File: src/rtl/commit_unit.sv
// commit_unit: in-order retirement stage fed by the reorder buffer head.
// Pops the head when it retires, writes the register file, releases committed
// stores, and on a faulting head captures exception state, flushes and
// redirects fetch to the handler.
// Optional feature macro: COMMIT_PERF_CNT_EN adds retired/exception counters.
module commit_unit #(
    parameter logic [31:0] EXC_HANDLER_PC = 32'h0000_2000,
    parameter int unsigned FLUSH_CYCLES   = 2
) (
    input  logic        clk,
    input  logic        reset,
    input  logic        in_rob_ready,
    input  logic [31:0] in_rob_value,
    input  logic [31:0] in_rob_miss_addr,
    input  logic [31:0] in_rob_PC,
    input  logic [4:0]  in_rob_rd,
    input  logic [2:0]  in_rob_exception,
    input  logic [2:0]  in_rob_instr_type,
    input  logic        in_stall,
    output logic        out_rob_pop,
    output logic        out_rf_we,
    output logic [4:0]  out_rf_rd,
    output logic [31:0] out_rf_data,
    output logic        out_sb_commit,
    output logic        out_flush,
    output logic        out_redirect,
    output logic [31:0] out_redirect_PC,
    output logic [31:0] out_exc_PC,
    output logic [31:0] out_exc_addr,
`ifdef COMMIT_PERF_CNT_EN
    output logic [2:0]  out_exc_cause,
    output logic [31:0] out_retired_cnt,
    output logic [15:0] out_exc_cnt
`else
    output logic [2:0]  out_exc_cause
`endif
);

    localparam int unsigned CNT_W = (FLUSH_CYCLES < 2) ? 1 : $clog2(FLUSH_CYCLES);
    localparam logic [CNT_W-1:0] FLUSH_LAST = CNT_W'(FLUSH_CYCLES - 1);

    localparam logic [2:0] TYPE_ALU    = 3'b000;
    localparam logic [2:0] TYPE_LOAD   = 3'b001;
    localparam logic [2:0] TYPE_STORE  = 3'b010;
    localparam logic [2:0] TYPE_MUL    = 3'b100;

    typedef enum logic [0:0] {
        ST_RUN   = 1'b0,
        ST_FLUSH = 1'b1
    } state_t;

    state_t             state_q, state_d;
    logic [CNT_W-1:0]   cnt_q, cnt_d;

    logic               retire_s;
    logic               exc_s;
    logic               writes_rf_s;

    logic               rf_we_q, rf_we_d;
    logic [4:0]         rf_rd_q, rf_rd_d;
    logic [31:0]        rf_data_q, rf_data_d;
    logic               sb_commit_q, sb_commit_d;
    logic               flush_q, flush_d;
    logic               redirect_q, redirect_d;
    logic [31:0]        redirect_pc_q, redirect_pc_d;
    logic [31:0]        exc_pc_q, exc_pc_d;
    logic [31:0]        exc_addr_q, exc_addr_d;
    logic [2:0]         exc_cause_q, exc_cause_d;

    // Retire decode: stall always wins, and nothing retires while flushing.
    always_comb begin
        retire_s    = (state_q == ST_RUN) && in_rob_ready && !in_stall;
        exc_s       = (in_rob_exception != 3'b000);
        writes_rf_s = ((in_rob_instr_type == TYPE_ALU) ||
                       (in_rob_instr_type == TYPE_LOAD) ||
                       (in_rob_instr_type == TYPE_MUL)) && (in_rob_rd != 5'd0);
    end

    assign out_rob_pop = retire_s;

    // FSM next state: a faulting retire enters FLUSH for FLUSH_CYCLES cycles.
    always_comb begin
        state_d = state_q;
        cnt_d   = cnt_q;
        case (state_q)
            ST_RUN: begin
                if (retire_s && exc_s) begin
                    state_d = ST_FLUSH;
                    cnt_d   = {CNT_W{1'b0}};
                end else begin
                    state_d = ST_RUN;
                end
            end
            ST_FLUSH: begin
                if (cnt_q == FLUSH_LAST) begin
                    state_d = ST_RUN;
                    cnt_d   = {CNT_W{1'b0}};
                end else begin
                    cnt_d   = cnt_q + {{(CNT_W-1){1'b0}}, 1'b1};
                end
            end
            default: begin
                state_d = ST_RUN;
                cnt_d   = {CNT_W{1'b0}};
            end
        endcase
    end

    // Output next values: strobes are one-cycle pulses, exception state holds.
    always_comb begin
        rf_we_d       = 1'b0;
        rf_rd_d       = rf_rd_q;
        rf_data_d     = rf_data_q;
        sb_commit_d   = 1'b0;
        redirect_d    = 1'b0;
        redirect_pc_d = 32'h0000_0000;
        exc_pc_d      = exc_pc_q;
        exc_addr_d    = exc_addr_q;
        exc_cause_d   = exc_cause_q;
        flush_d       = (state_d == ST_FLUSH);
        if (retire_s && !exc_s) begin
            rf_we_d     = writes_rf_s;
            rf_rd_d     = in_rob_rd;
            rf_data_d   = in_rob_value;
            sb_commit_d = (in_rob_instr_type == TYPE_STORE);
        end else if (retire_s && exc_s) begin
            redirect_d    = 1'b1;
            redirect_pc_d = EXC_HANDLER_PC;
            exc_pc_d      = in_rob_PC;
            exc_addr_d    = in_rob_miss_addr;
            exc_cause_d   = in_rob_exception;
        end else begin
            rf_we_d = 1'b0;
        end
    end

    // State and registered outputs; reset returns to RUN with everything cleared.
    always_ff @(posedge clk) begin
        if (reset) begin
            state_q       <= ST_RUN;
            cnt_q         <= {CNT_W{1'b0}};
            rf_we_q       <= 1'b0;
            rf_rd_q       <= 5'd0;
            rf_data_q     <= 32'h0000_0000;
            sb_commit_q   <= 1'b0;
            flush_q       <= 1'b0;
            redirect_q    <= 1'b0;
            redirect_pc_q <= 32'h0000_0000;
            exc_pc_q      <= 32'h0000_0000;
            exc_addr_q    <= 32'h0000_0000;
            exc_cause_q   <= 3'b000;
        end else begin
            state_q       <= state_d;
            cnt_q         <= cnt_d;
            rf_we_q       <= rf_we_d;
            rf_rd_q       <= rf_rd_d;
            rf_data_q     <= rf_data_d;
            sb_commit_q   <= sb_commit_d;
            flush_q       <= flush_d;
            redirect_q    <= redirect_d;
            redirect_pc_q <= redirect_pc_d;
            exc_pc_q      <= exc_pc_d;
            exc_addr_q    <= exc_addr_d;
            exc_cause_q   <= exc_cause_d;
        end
    end

    assign out_rf_we       = rf_we_q;
    assign out_rf_rd       = rf_rd_q;
    assign out_rf_data     = rf_data_q;
    assign out_sb_commit   = sb_commit_q;
    assign out_flush       = flush_q;
    assign out_redirect    = redirect_q;
    assign out_redirect_PC = redirect_pc_q;
    assign out_exc_PC      = exc_pc_q;
    assign out_exc_addr    = exc_addr_q;
    assign out_exc_cause   = exc_cause_q;

`ifdef COMMIT_PERF_CNT_EN
    logic [31:0] retired_cnt_q;
    logic [15:0] exc_cnt_q;

    // Performance counters: wrap naturally, same timing as the write strobe.
    always_ff @(posedge clk) begin
        if (reset) begin
            retired_cnt_q <= 32'd0;
            exc_cnt_q     <= 16'd0;
        end else if (retire_s && !exc_s) begin
            retired_cnt_q <= retired_cnt_q + 32'd1;
        end else if (retire_s && exc_s) begin
            exc_cnt_q     <= exc_cnt_q + 16'd1;
        end else begin
            retired_cnt_q <= retired_cnt_q;
        end
    end

    assign out_retired_cnt = retired_cnt_q;
    assign out_exc_cnt     = exc_cnt_q;
`endif

endmodule

File: config.mk
export PLATFORM = sky130hd
export DESIGN_NAME = commit_unit
export DESIGN_NICKNAME = d
export VERILOG_FILES = /design/src/rtl/commit_unit.sv
export SDC_FILE = /design/constraint.sdc
export NUM_CORES = 1
export LEC_CHECK = 0
export ABC_AREA = 1
export BUFFER_PORTS_ARGS = -buffer_cell sky130_fd_sc_hd__buf_4
export CORE_MARGIN = 1.5
export CORE_UTILIZATION = 48
export CTS_CLUSTER_DIAMETER = 80
export DETAILED_ROUTE_END_ITERATION = 10
export GPL_TIMING_DRIVEN = 0
export MAX_ROUTING_LAYER = met4
export PLACE_DENSITY = 0.91
export SYNTH_ARGS = -nofsm -noshare
export SYNTH_HDL_FRONTEND = slang
export SYNTH_SLANG_ARGS = --single-unit
File: constraint.sdc
create_clock -name clk -period 2.4 [get_ports clk]
set_input_delay 0.24 -clock clk [delete_from_list [all_inputs] [get_ports clk]]
set_output_delay 0.24 -clock clk [all_outputs]
set_load 0.01 [all_outputs]
==> run_results.csv <==
group,metric,value,unit
layout,num-fill-cells,716,
worst_setup_path,worst_ep_arrival_time,1.40,ns
pwr,swShare,26.69,%
synth,synth_ff_type,"dfxtp_1",
worst_hold_path,hp-class,"primary input to register",
synth,synth-async-reset-ratio,0,%
synth,synth-seq-cells,109,
grt,grt_max_degree,19,
worst_setup_path,r2r_end,"out_exc_PC[21]",
synth,avgSynthCellArea,7.652,sq um
clock_network,cts_buffer_depth,2,
pwr,clockPowerShare,30.2,%
die,io_pins,252,
sta,tns,0,ns
sta,hold_viol,0,
sta,fmax,609.1,MHz
layout,final_layout_size_suffix_gt1_share,35.60,%
clock_network,cts-root-buf,"clkbuf_8",
clock_network,clock_latency,0.35,ns
pwr,p_int,0.002794,W
die,initial_core_util,49.24,%
clock_network,cts_setup_buffers,0,
grt,gr-usage-all-layers,25.96,%
die,dieArea,0.009979,sq mm
pwr,p_leak,3.429,nW
drt,wl_met3,919,um
sta,relSlewSlack,65.78,%
drt,top_layer,"met4",
pwr,switchingPower,0.001017,W
grt,grt_pass1_vias,4487,
drt,vias_per_cell,4.772,
synth,yosysTopAreaCellShare,48.42,%
worst_setup_path,timing.rr.start,"out_flush",
die,core,0.009153,sq mm
sta,rsz0062_at_grt,"false",
synth,yosys_warnings,0,
placed_design,hpwlAfterDp,10.02,mm
synth,synth_cell_types,19,
grt,antenna_found_initial,0,
sta,skew,0.01364,ns
grt,grt_overflow,0,
drt,drt-initial-drc-count,129,
worst_setup_path,ff2ff_path_depth,8,
worst_setup_path,critical_path_class,"register to primary output",
pwr,p_seq_share,51.1,%
drt,antenna_left,0,
sta,worst_pin_slew,0.5133,ns
worst_setup_path,r2r_slack,0.86,ns
worst_setup_path,endpoint_kind,"primary output",
sta,period_needed,1.642,ns
pwr,powerDensity,576.6,mW/mm^2
placed_design,numPortBuffers,219,
flow_run,maxCapViolations,0,
clock_network,numCtsBuffers,9,
outcome,status,"finished clean",
synth,synth_edf_count,0,
sta,period_share,68.40,%
layout,nNetsFinal,960,
drt,drc,0,
layout,area_growth,46.67,%
clock_network,clkSlewWorstSetupHoldPaths,0.11,ns
worst_hold_path,whs_endpoint,"out_rf_data[0]",
synth,synth_area_leaders,"dfxtp_1, nand2_1, nor2_1",
clock_network,h-tree-depth,3,
synth,synth_sequential_area_ratio,48.42,%
clock_network,clock_sinks,109,
drt,drt_wl_total,12.92,mm
die,num_rows,35,
synth,synth.largest_area_cell,"dfxtp_1",
clock_network,cts_tree,"yes",
placed_design,place_ws,0.8623,ns
worst_setup_path,crit_path_start_kind,"register",
synth,syn-cell-area,0.004507,sq mm
sta,drv_slew,0,
drt,wl_met2,6.551,mm
sta,setup_ws,0.7584,ns
pwr,comb_power_share,18.6,%
worst_hold_path,hold_start,"in_rob_value[0]",
clock_network,holdBufCountCts,0,
synth,synthCells,589,
worst_hold_path,worstHoldPathCells,3,
drt,dr.pass1.iters,4,
drt,drt-met1-wl,5.163,mm
pwr,vdd_drop_max,379.0,uV
drt,wl_per_cell,13.39,um
grt,grt_pass1_wl,20.25,mm
layout,post-route-util,72.22,%
drt,num_vias,4605,
sta,setup_viol,0,
worst_setup_path,worst_ep_required_time,2.16,ns
layout,diodes,0,
placed_design,place.gp.congestion,0.8000,
worst_setup_path,worstPathMaxFanout,10,
die,die_h,99.90,um
clock_network,cts_resized,0,
die,die_w,99.90,um
==> placed cells by master (no fill, tap or decap) <==
master     Yosys  layout
buf_4         35     254
nand2_1      151     151
nor2_1       138     138
dfxtp_1      109     109
nand3b_1      65      65
nand3_1       37      37
conb_1         1      31
buf_2         22      22
clkbuf_8       0      10
clkbuf_1       6       6
buf_6          6       6
a21oi_1        4       4
inv_1          3       3
buf_1          3       3
inv_2          2       2
nor2_4         2       2
o21ai_0        2       2
inv_6          0       2
clkinv_4       0       2
nor2_2         1       1
nand2_2        1       1
nor3_1         1       1
bufinv_16      0       1
clkinv_2       0       1
==> flip-flops by register name, summed over array words and instances (netlist names) <==
| register | cells |
|---|---|
| out_exc_PC | 32 |
| out_exc_addr | 32 |
| out_rf_data | 32 |
| out_rf_rd | 5 |
| out_exc_cause | 3 |
| cnt_q | 1 |
| out_flush | 1 |
| out_redirect_PC | 1 |
| out_rf_we | 1 |
| out_sb_commit | 1 |
==> critical path: stages (launching register included) <==
cell and delay, ns:
dfxtp_1 0.36, inv_2 0.05, nand2_1 0.07, nor2_4 0.17, buf_2 0.25, buf_4 0.15
==> routing by layer <==
layer  vias up  track usage (%)
li1       2300                -
met5         -                -
met1      2095            28.57
met2       188            46.99
met4         0            9.101
met3        22            4.666
==> cell type report <==
| cell class | count | area [sq um] | share of cell area [%] |
|---|---|---|---|
| Sequential cell | 109 | 2182 | 33.01 |
| Multi-Input combinational cell | 433 | 1944 | 29.42 |
| Timing Repair Buffer | 219 | 1644 | 24.87 |
| Buffer | 72 | 474.2 | 7.174 |
| Tap cell | 111 | 138.9 | 2.101 |
| Clock buffer | 10 | 137.6 | 2.082 |
| Clock inverter | 6 | 70.07 | 1.060 |
| Inverter | 5 | 18.77 | 0.2839 |
==> through the flow <==
stage                     power [W]  cell area, sq um  hold WS, ns  instances
after floorplan            0.002347              4619       0.3657        619
after global placement     0.002671              6402       0.4291        949
after detailed placement   0.002698              6402       0.4380        949
after CTS                  0.003827              6610      0.09630        965
after global routing       0.003979              6610      0.09787        965
final                      0.003812              6610       0.1064        965
==> cell usage after synthesis (2+ instances only) <==
library cell	count
buf_2	22
nor2_4	2
inv_2	2
inv_1	3
o21ai_0	2
nand3_1	37
dfxtp_1	109
clkbuf_1	6
nand2_1	151
a21oi_1	4
buf_1	3
nor2_1	138
buf_4	35
nand3b_1	65
buf_6	6
==> logic make-up after synthesis <==
logic type / Yosys count / share of synthesized area (%)
flip-flops: 109 / 48.42
AO/OA/AOI/OAI: 6 / 0.6663
buffers and inverters: 77 / 10.94
AND/OR/NAND/NOR: 396 / 39.89
other: 1 / 0.08321
==> power groups by stage <==
stage	sequential, W	clock, W	combinational [W]
after floorplan	0.00203	0	0.000320
after detailed placement	0.00199	0	0.000708
after global placement	0.00199	0	0.000685
after global routing	0.00196	0.00124	0.000781
after CTS	0.00195	0.00117	0.000709
final	0.00195	0.00115	0.000711
==> worst max path at each step <==
stage,startpoint,endpoint,slack [ns],depth (start not counted)
finish,out_flush,out_rob_pop,0.76,5
global placement,out_flush,out_exc_PC[8],0.90,8
detailed placement,out_flush,out_exc_PC[21],0.86,8
global route,out_flush,out_rob_pop,0.64,5
CTS,out_flush,out_rob_pop,0.73,5
floorplan,out_flush,out_exc_PC[10],1.15,8
(Power assumes the default switching activity.)
